===== config.mk =====
export PLATFORM = sky130hd
export DESIGN_NAME = spi_bus_arbiter_flat
export DESIGN_NICKNAME = d
export VERILOG_FILES = /design/src/rtl/spi_bus_arbiter_if.sv /design/src/rtl/spi_bus_arbiter.sv /design/src/flat_wrapper.sv
export SDC_FILE = /design/constraint.sdc
export NUM_CORES = 1
export LEC_CHECK = 0
export CAP_MARGIN = 30
export CORE_ASPECT_RATIO = 0.7
export CORE_MARGIN = 4
export CORE_UTILIZATION = 42
export CTS_BUF_LIST = sky130_fd_sc_hd__clkbuf_2
export CTS_CLUSTER_DIAMETER = 30
export DETAILED_ROUTE_END_ITERATION = 6
export GPL_TIMING_DRIVEN = 0
export PLACE_DENSITY = 0.81
export SLEW_MARGIN = 30
export SYNTH_ARGS = -nofsm -noshare
export SYNTH_HDL_FRONTEND = slang
export SYNTH_SLANG_ARGS = --single-unit

===== constraint.sdc =====
create_clock -name clk -period 2.2 [get_ports clk]
set_input_delay 0.44 -clock clk [delete_from_list [all_inputs] [get_ports clk]]
set_output_delay 0.44 -clock clk [all_outputs]
set_load 0.01 [all_outputs]

===== src/rtl/spi_bus_arbiter_if.sv =====
// Bundle of signals between the SPI bus arbiter, its client blocks and the
// byte-level SPI master.
//
// Handshake rules:
//   req_*  : a byte moves from requester i when req_valid[i] && req_ready[i]
//            are both high in the same cycle. req_ready never depends on
//            anything other than the arbiter state and spi_axiready.
//   resp_* : resp_valid[i] is a one-cycle pulse with no backpressure. The
//            owner must take resp_data/resp_last in that cycle.
//   spi_*  : spi_axiiv is high for exactly one cycle per byte and only while
//            spi_axiready is high. spi_axiov is a one-cycle done pulse
//            carrying the MISO byte on spi_axiod.
interface spi_bus_arbiter_if #(
    parameter int NUM_REQ    = 2,
    parameter int DATA_WIDTH = 8
);
    localparam int GW = (NUM_REQ > 1) ? $clog2(NUM_REQ) : 1;

    // client side
    logic [NUM_REQ-1:0]            req_valid;
    logic [NUM_REQ*DATA_WIDTH-1:0] req_data;
    logic [NUM_REQ-1:0]            req_last;
    logic [NUM_REQ-1:0]            req_ready;
    logic [NUM_REQ-1:0]            resp_valid;
    logic [DATA_WIDTH-1:0]         resp_data;
    logic                          resp_last;
    logic                          burst_abort;
    logic [GW-1:0]                 grant;
    logic                          busy;

    // SPI master side
    logic                          spi_axiiv;
    logic [DATA_WIDTH-1:0]         spi_axiid;
    logic                          spi_axiready;
    logic                          spi_axiov;
    logic [DATA_WIDTH-1:0]         spi_axiod;

    // arbiter view
    modport slave (
        input  req_valid, req_data, req_last,
        input  spi_axiready, spi_axiov, spi_axiod,
        output req_ready, resp_valid, resp_data, resp_last,
        output burst_abort, grant, busy,
        output spi_axiiv, spi_axiid
    );

    // client / SPI master view
    modport master (
        output req_valid, req_data, req_last,
        output spi_axiready, spi_axiov, spi_axiod,
        input  req_ready, resp_valid, resp_data, resp_last,
        input  burst_abort, grant, busy,
        input  spi_axiiv, spi_axiid
    );
endinterface


===== src/rtl/spi_bus_arbiter.sv =====
// Round-robin arbiter sharing one byte-level SPI master between NUM_REQ
// clients. A grant lasts for a whole burst (ended by req_last); every MOSI
// byte produces exactly one MISO byte routed back to the burst owner. An
// owner that stops offering bytes mid-burst for STALL_LIMIT cycles loses
// the grant (burst_abort). STALL_LIMIT must be at least 2.
module spi_bus_arbiter #(
    parameter int NUM_REQ     = 2,
    parameter int DATA_WIDTH  = 8,
    parameter int STALL_LIMIT = 256
) (
    input  logic                 clk,
    input  logic                 rst_n,
    spi_bus_arbiter_if.slave     bus,
    output logic [1:0]           dbg_state
);
    localparam int GW = (NUM_REQ > 1) ? $clog2(NUM_REQ) : 1;
    localparam int SW = (STALL_LIMIT > 2) ? $clog2(STALL_LIMIT) : 1;

    typedef enum logic [1:0] {
        IDLE      = 2'd0,
        ISSUE     = 2'd1,
        WAIT_RESP = 2'd2
    } state_t;

    state_t                 state;
    logic [GW-1:0]          rr_ptr;
    logic [GW-1:0]          grant_q;
    logic                   last_q;
    logic [SW-1:0]          stall_cnt;
    logic [NUM_REQ-1:0]     resp_valid_q;
    logic [DATA_WIDTH-1:0]  resp_data_q;
    logic                   resp_last_q;
    logic                   abort_q;

    // combinational helpers
    logic [GW-1:0]          pick_idx;
    logic                   pick_found;
    logic [GW:0]            cand_wide;
    logic [GW-1:0]          cand;
    logic                   owner_valid;
    logic                   owner_last;
    logic [DATA_WIDTH-1:0]  owner_data;
    logic [NUM_REQ-1:0]     ready_vec;
    logic                   xfer;

    // Next pointer after a burst ends, wrapping at NUM_REQ-1 so that indices
    // beyond the last requester are never reached.
    function automatic logic [GW-1:0] wrap_inc(input logic [GW-1:0] g);
        if (g == GW'(NUM_REQ - 1)) begin
            return '0;
        end
        return g + GW'(1);
    endfunction

    // Round-robin search: first valid requester at or after rr_ptr.
    always_comb begin
        pick_found = 1'b0;
        pick_idx   = rr_ptr;
        cand_wide  = '0;
        cand       = '0;
        for (int i = 0; i < NUM_REQ; i++) begin
            cand_wide = {1'b0, rr_ptr} + (GW+1)'(i);
            if (cand_wide >= (GW+1)'(NUM_REQ)) begin
                cand_wide = cand_wide - (GW+1)'(NUM_REQ);
            end
            cand = cand_wide[GW-1:0];
            if (!pick_found && bus.req_valid[cand]) begin
                pick_found = 1'b1;
                pick_idx   = cand;
            end
        end
    end

    // Select the owner's request lines.
    always_comb begin
        owner_valid = 1'b0;
        owner_last  = 1'b0;
        owner_data  = '0;
        for (int i = 0; i < NUM_REQ; i++) begin
            if (grant_q == GW'(i)) begin
                owner_valid = bus.req_valid[i];
                owner_last  = bus.req_last[i];
                owner_data  = bus.req_data[i*DATA_WIDTH +: DATA_WIDTH];
            end
        end
    end

    // Only the owner sees ready, and only while the master can start a byte.
    always_comb begin
        ready_vec = '0;
        for (int i = 0; i < NUM_REQ; i++) begin
            if (state == ISSUE && bus.spi_axiready && grant_q == GW'(i)) begin
                ready_vec[i] = 1'b1;
            end
        end
    end

    // A byte leaves for the SPI master in the same cycle it is accepted.
    assign xfer          = (state == ISSUE) && bus.spi_axiready && owner_valid;
    assign bus.req_ready = ready_vec;
    assign bus.spi_axiiv = xfer;
    assign bus.spi_axiid = xfer ? owner_data : '0;

    assign bus.resp_valid  = resp_valid_q;
    assign bus.resp_data   = resp_data_q;
    assign bus.resp_last   = resp_last_q;
    assign bus.burst_abort = abort_q;
    assign bus.grant       = grant_q;
    assign bus.busy        = (state != IDLE);
    assign dbg_state       = state;

    // Burst FSM: arbitrate, issue one byte, wait for its MISO byte, repeat.
    always_ff @(posedge clk or negedge rst_n) begin
        if (!rst_n) begin
            state        <= IDLE;
            rr_ptr       <= '0;
            grant_q      <= '0;
            last_q       <= 1'b0;
            stall_cnt    <= '0;
            resp_valid_q <= '0;
            resp_data_q  <= '0;
            resp_last_q  <= 1'b0;
            abort_q      <= 1'b0;
        end else begin
            resp_valid_q <= '0;
            abort_q      <= 1'b0;
            case (state)
                IDLE: begin
                    if (pick_found && bus.spi_axiready) begin
                        grant_q   <= pick_idx;
                        stall_cnt <= '0;
                        state     <= ISSUE;
                    end
                end
                ISSUE: begin
                    if (xfer) begin
                        last_q    <= owner_last;
                        stall_cnt <= '0;
                        state     <= WAIT_RESP;
                    end else if (!owner_valid) begin
                        // Only an absent owner counts; a busy master does not.
                        if (stall_cnt == SW'(STALL_LIMIT - 1)) begin
                            abort_q   <= 1'b1;
                            rr_ptr    <= wrap_inc(grant_q);
                            stall_cnt <= '0;
                            state     <= IDLE;
                        end else begin
                            stall_cnt <= stall_cnt + SW'(1);
                        end
                    end
                end
                WAIT_RESP: begin
                    if (bus.spi_axiov) begin
                        resp_valid_q[grant_q] <= 1'b1;
                        resp_data_q           <= bus.spi_axiod;
                        resp_last_q           <= last_q;
                        if (last_q) begin
                            rr_ptr <= wrap_inc(grant_q);
                            state  <= IDLE;
                        end else begin
                            state  <= ISSUE;
                        end
                    end
                end
                default: begin
                    state <= IDLE;
                end
            endcase
        end
    end
endmodule

===== src/flat_wrapper.sv =====
// flat-port wrapper written by rule: the top's interface ports become plain ports
module spi_bus_arbiter_flat 
#(
    parameter int NUM_REQ     = 2,
    parameter int DATA_WIDTH  = 8,
    parameter int STALL_LIMIT = 256
)
  (clk, rst_n, dbg_state, bus_req_valid, bus_req_data, bus_req_last, bus_spi_axiready, bus_spi_axiov, bus_spi_axiod, bus_req_ready, bus_resp_valid, bus_resp_data, bus_resp_last, bus_burst_abort, bus_grant, bus_busy, bus_spi_axiiv, bus_spi_axiid);
  spi_bus_arbiter_if #(.NUM_REQ(NUM_REQ), .DATA_WIDTH(DATA_WIDTH)) bus_i ();
  input  logic clk;
  input  logic rst_n;
  output logic [1:0] dbg_state;
  input wire logic [$bits(bus_i.req_valid)-1:0] bus_req_valid;
  input wire logic [$bits(bus_i.req_data)-1:0] bus_req_data;
  input wire logic [$bits(bus_i.req_last)-1:0] bus_req_last;
  input wire logic [$bits(bus_i.spi_axiready)-1:0] bus_spi_axiready;
  input wire logic [$bits(bus_i.spi_axiov)-1:0] bus_spi_axiov;
  input wire logic [$bits(bus_i.spi_axiod)-1:0] bus_spi_axiod;
  output wire logic [$bits(bus_i.req_ready)-1:0] bus_req_ready;
  output wire logic [$bits(bus_i.resp_valid)-1:0] bus_resp_valid;
  output wire logic [$bits(bus_i.resp_data)-1:0] bus_resp_data;
  output wire logic [$bits(bus_i.resp_last)-1:0] bus_resp_last;
  output wire logic [$bits(bus_i.burst_abort)-1:0] bus_burst_abort;
  output wire logic [$bits(bus_i.grant)-1:0] bus_grant;
  output wire logic [$bits(bus_i.busy)-1:0] bus_busy;
  output wire logic [$bits(bus_i.spi_axiiv)-1:0] bus_spi_axiiv;
  output wire logic [$bits(bus_i.spi_axiid)-1:0] bus_spi_axiid;
  assign bus_i.req_valid = bus_req_valid;
  assign bus_i.req_data = bus_req_data;
  assign bus_i.req_last = bus_req_last;
  assign bus_i.spi_axiready = bus_spi_axiready;
  assign bus_i.spi_axiov = bus_spi_axiov;
  assign bus_i.spi_axiod = bus_spi_axiod;
  assign bus_req_ready = bus_i.req_ready;
  assign bus_resp_valid = bus_i.resp_valid;
  assign bus_resp_data = bus_i.resp_data;
  assign bus_resp_last = bus_i.resp_last;
  assign bus_burst_abort = bus_i.burst_abort;
  assign bus_grant = bus_i.grant;
  assign bus_busy = bus_i.busy;
  assign bus_spi_axiiv = bus_i.spi_axiiv;
  assign bus_spi_axiid = bus_i.spi_axiid;
  spi_bus_arbiter #(.NUM_REQ(NUM_REQ), .DATA_WIDTH(DATA_WIDTH), .STALL_LIMIT(STALL_LIMIT)) u_core (.clk(clk), .rst_n(rst_n), .bus(bus_i), .dbg_state(dbg_state));
endmodule

# == Yosys cells after proc, flatten, opt, wreduce, memory -nomap -nowiden ==
# Index checks and enable logic that the tools add are counted.
# op_classes
add_sub_neg,5
order_cmp,6
n_eq_ne,11
mux,53
bitwise_logic,1
n_reduce_logical,18
# ops
cell,n
8-bit two-way mux,6
1-bit two-way mux,36
8-bit case mux with 2 select lines,1
2-bit two-way mux,7
"8-bit by 1-bit adder with 8-bit output, second input constant",1
"8-bit equality test, second input constant",1
"2-bit inequality test, second input constant",4
1-bit logical AND,7
"1-bit by 2-bit less-than comparator with 1-bit output, second input constant",3
2-bit case mux with 3 select lines,1
2-bit AND reduction,3
6-bit AND reduction,1
2-bit nonzero test,3
"2-bit by 1-bit inequality test with 1-bit output, second input constant",2
4-bit AND reduction,1
"3-bit by 2-bit inequality test with 1-bit output, second input constant",1
"3-bit inequality test, second input constant",1
3-bit AND reduction,1
"1-bit by 1-bit adder with 2-bit output, second input constant",1
"2-bit by 1-bit equality test with 1-bit output, second input constant",1
"2-bit equality test, second input constant",1
"1-bit by 2-bit greater-or-equal comparator with 1-bit output, second input constant",1
"2-bit greater-or-equal comparator, second input constant",1
2-bit logical NOT,1
other kinds (7),8
# totals
regBits,25
in_bits,32
elab_cells,103

# == Longest topological paths before layout ==
# logic_depth
depth_word,11
ltp_mapped,6

# == Worst setup path before layout ==
# No wires, ideal clock.
# synth_timing
path_type,reg2out
start,"register u_core.grant_q, in the netlist u_core.bus.grant"
end,output port bus_spi_axiid[0]
arrival_time_ns,1.370
slack_ns,0.390
stages_incl_launch_ff,6
n_path_buf,2
path_cell_list,dfrtp_1 buf_6 mux2_4 nand3_1 clkbuf_1 nor2_1
# synth_between
elab_chain_len,3
elab_cells_between_ends,4
cone_classes,3 x mux; 1 x reduce/logical
# synth_lines
item,line,source
from (decl),spi_bus_arbiter.sv:27,logic [GW-1:0] grant_q;
from (signal assigned),spi_bus_arbiter.sv:130,grant_q <= pick_idx;
1-bit two-way mux,spi_bus_arbiter.sv:80,if (grant_q == GW'(i)) begin
1-bit logical AND,spi_bus_arbiter.sv:99,assign xfer = (state == ISSUE) && bus.spi_axiready && owner_valid;
8-bit two-way mux *,spi_bus_arbiter.sv:102,assign bus.spi_axiid = xfer ? owner_data : '0;
to (decl),flat_wrapper.sv:27,output wire logic [$bits(bus_i.spi_axiid)-1:0] bus_spi_axiid;
# Every way passes the cells marked *; elsewhere a longest branch is shown, timed or not.

# == Worst setup path in the final report ==
# layout_timing
start,"register u_core.state[0], in the netlist u_core.dbg_state[0]"
end,output port bus_busy
# layout_between
elab_chain_len,1
# layout_lines
item,line,source
from (decl),spi_bus_arbiter.sv:25,state_t state;
from (signal assigned),spi_bus_arbiter.sv:115,state <= IDLE;
from (signal assigned),spi_bus_arbiter.sv:132,state <= ISSUE;
from (signal assigned),spi_bus_arbiter.sv:139,state <= WAIT_RESP;
2-bit nonzero test,spi_bus_arbiter.sv:109,assign bus.busy = (state != IDLE);
to (decl),flat_wrapper.sv:25,output wire logic [$bits(bus_i.busy)-1:0] bus_busy;
# No other way between the ends.

==> results by group <==
Layout
  • P&R area growth vs syn: 53.8%
  • Nets: 229
  • Share of cells above drive strength 1: 0.210
  • Non-Filler Instances: 231
  • Filler Cell Count: 210
  • Util after Layout: 0.689
  • ANT cells: 0
  • Final Cell Area: 1960 µm²

Critical path
  • Critical path arrival: 1.67 ns
  • Crit path largest cell delay: 0.54 ns
  • Setup crit end kind: primary output
  • Reg2reg start: u_core.bus.grant
  • Worst R2R End: u_core.stall_cnt[3]
  • CP Launch Type: flip-flop
  • CP Buf/Inv Count: 1
  • Required @ worst endpoint: 1.76 ns
  • Worst r2r path cells: 7
  • CP Cell Sequence: or2_2, clkdlybuf4s50_1
  • Cell family with most CP delay: flip-flops
  • Critical path class: reg -> out
  • R2R Setup Slk: 0.17 ns
  • Worst path slowest cell: dfrtp_2
  • CP Max Fanout: 10

Clock network
  • Total CTS buffers: 3
  • Clk Latency, worst-skew pair: 0.35 ns
  • Clock root buffer: clkbuf_2
  • Max Root-Sink Buffers: 2
  • CTS H-tree lvls: 1
  • CTS tree: built
  • Register clock-pin slew on the reported worst setup and hold paths: 0.24 ns
  • TritonCTS Sinks: 25

Floorplan
  • Initial Utilization: 0.448
  • Core area: 2840 µm²
  • Row count: 16
  • Top-Level Pins: 59
  • Die Width: 73.8 µm
  • Die area: 3990 µm²
  • Die Ht: 54.1 µm

Global routing
  • Largest net degree at the start of global routing: 26
  • GRT Total Usage: 0.192
  • Initial antenna violation count: 0
  • Number of global-route vias before repair: 1193
  • Remaining Overflow, GRT: 0
  • First-pass GRT wire length: 5800 µm

Routing
  • Initial DRC Count: 98
  • Routed WL: 3740 µm
  • Via count: 1210
  • Vias per inst: 5.24
  • Drt wl/cell: 16.2 µm
  • Pre-Repair DR Iteration Count: 4
  • DRT met1 WL: 1720 µm
  • DR WL met2: 1790 µm
  • DR top layer: met3
  • Met3 WL: 228 µm
  • Antenna-violating nets left: 0
  • DRC viols: 0

Min path
  • Hold Path Class: in -> async

Power
  • Total power draw: 1.99 mW
  • Peak VDD IR: 736 µV
  • Leak: 0.905 nW
  • Power Density: 1020 nW/µm²

Yosys
  • Area of the mapped netlist: 1270 µm²
  • Warnings, synthesis: 0
  • Mapped Avg Cell Area: 9.95 µm²
  • Flops & latches, synth: 25
  • Syn_nets: 161
  • Post-synthesis sequential area ratio: 0.491
  • Netlist cell types: 33
  • Syn Inst Count: 128

STA
  • Slew headroom: 0.625
  • Slew Limit Fails: 0
  • Final hold slack: 0.0244 ns
  • Slew @ Worst Pin: 0.563 ns
  • Max Fclk: 473 MHz
  • Final worst slack: 0.0869 ns
  • Hold Fails Final Rpt: 0
  • Fin crit share: 0.960
  • Sum of negative setup slack: 0 ns
  • Tmin final: 2.11 ns
  • Worst Clk Skew: 0.0176 ns
  • Final setup violating endpoints: 0

Status
  • Status: finished clean

Placement
  • DPL Wire Length: 2850 µm
  • Port Buffers: 58
  • Placed Instances: 222
  • Post-Place Worst Slack: -0.587 ns
  • RePlAce Congestion: 0.766
  • Placed Area: 1890 µm²

Flow run
  • Max Cap Viol: 0
-- worst max-delay path by stage --
stage	endpoint	slack (ns)	depth (start not counted)	startpoint
3_5_place_dp	bus_spi_axiid[6]	-0.59	6	bus_spi_axiready
2_1_floorplan	bus_spi_axiid[0]	0.39	5	u_core.bus.grant
5_1_grt	bus_spi_axiid[1]	-0.006	6	u_core.bus.grant
6_report	bus_busy	0.09	2	u_core.dbg_state[0]
3_3_place_gp	bus_spi_axiid[6]	-0.58	6	bus_spi_axiready
4_1_cts	bus_spi_axiid[6]	0.002	6	u_core.bus.grant
-- per-layer routing --
layer	GRT usage	vias to the layer above
met1	0.271	586
met5	0	-
met2	0.300	36
li1	-	588
met4	0.0241	0
met3	0.0560	0
-- logic make-up (layout without fill, tap and decap cells) --
group,Yosys count,count (layout),share of synthesized area
adders and majority gates,1,1,0.00982
muxes,19,19,0.162
AOI/OAI and AO/OA,27,27,0.125
buffers and inverters,10,77,0.0363
and+or+nand+nor,46,46,0.176
DFF,25,25,0.491
-- layout make-up --
class	instances	area, µm²	area share
repair buffers	65	594	0.303
plain buffers	4	27.5	0.0140
multi-input cells	93	629	0.321
clock buffers	4	20.0	0.0102
inverters	4	15.0	0.00766
well taps	36	45.0	0.0230
flip-flops and latches	25	628	0.321
-- layout by cell type, fill, tap and decap left out, types with 2 or more instances in the layout --
cell type	count
or3_1	2
buf_6	3
a21oi_1	8
o21ai_0	10
nand2b_1	3
mux2_2	8
nand2_1	10
inv_1	4
buf_4	5
dlygate4sd2_1	3
nor2_1	14
nand3b_1	2
a211oi_1	2
mux2i_1	9
or4_1	2
o31ai_1	2
nor2_2	3
clkdlybuf4s50_1	44
nand3_1	2
clkbuf_2	5
dfrtp_1	23
buf_2	9
dfrtp_2	2
-- where the power goes --
| group | switching [mW] | internal [mW] |
|---|---|---|
| Clock | 0.137 | 0.0480 |
| Combinational | 0.491 | 0.595 |
| Sequential | 0.116 | 0.604 |
| Total | 0.744 | 1.25 |
-- flip-flops by register name (all words and copies together) (netlist names) --
signal,count
u_core.bus.resp_valid,2
u_core.last_q,1
u_core.bus.resp_data,8
u_core.bus.resp_last,1
u_core.stall_cnt,8
u_core.rr_ptr,1
u_core.bus.grant,1
u_core.bus.burst_abort,1
u_core.dbg_state,2
-- synthesized netlist by cell type --
library cell  count  area [µm²]
or3_1             2        12.5
and2_1            1        6.26
o21ai_0          10        50.1
or4_1             2        15.0
inv_1             4        15.0
o22ai_1           1        6.26
nor2b_1           1        6.26
or2_1             1        6.26
nand2b_1          3        18.8
o31ai_1           2        15.0
and3_1            1        6.26
clkbuf_1          4        15.0
or2_2             1        6.26
buf_2             1        5.00
o22a_1            1        8.76
buf_6             1        11.3
nand4_1           1        6.26
mux2i_1           9        90.1
ha_1              1        12.5
mux2_1            1        11.3
a21oi_1           8        40.0
nand2_1          10        37.5
or3b_2            1        8.76
mux2_2            8        90.1
a211oi_1          2        15.0
nor2_1           17        63.8
a211o_1           1        8.76
dfrtp_1          25         626
a31oi_1           1        6.26
nand3_1           3        15.0
nand3b_1          2        15.0
mux2_4            1        15.0
a22o_1            1        8.76
-- worst reg2reg max path, cell delays in order (launching register included) --
cell and delay [ns]:
dfrtp_1 0.44, buf_6 0.14, mux2_4 0.33, buf_4 0.17
o22a_1 0.24, buf_2 0.19, or3_1 0.35, a21oi_1 0.14
-- what timing repair did --
action | CTS | global route
hold endpoints to repair | 0 | 0
cloned | 0 | 0
buffers inserted | 4 | 3
hold buffers | 0 | 0
endpoints found under the setup margin | 12 | 11
gates resized for setup | 34 | 16
pin swaps | 1 | 1
(Power assumes the default switching activity.)
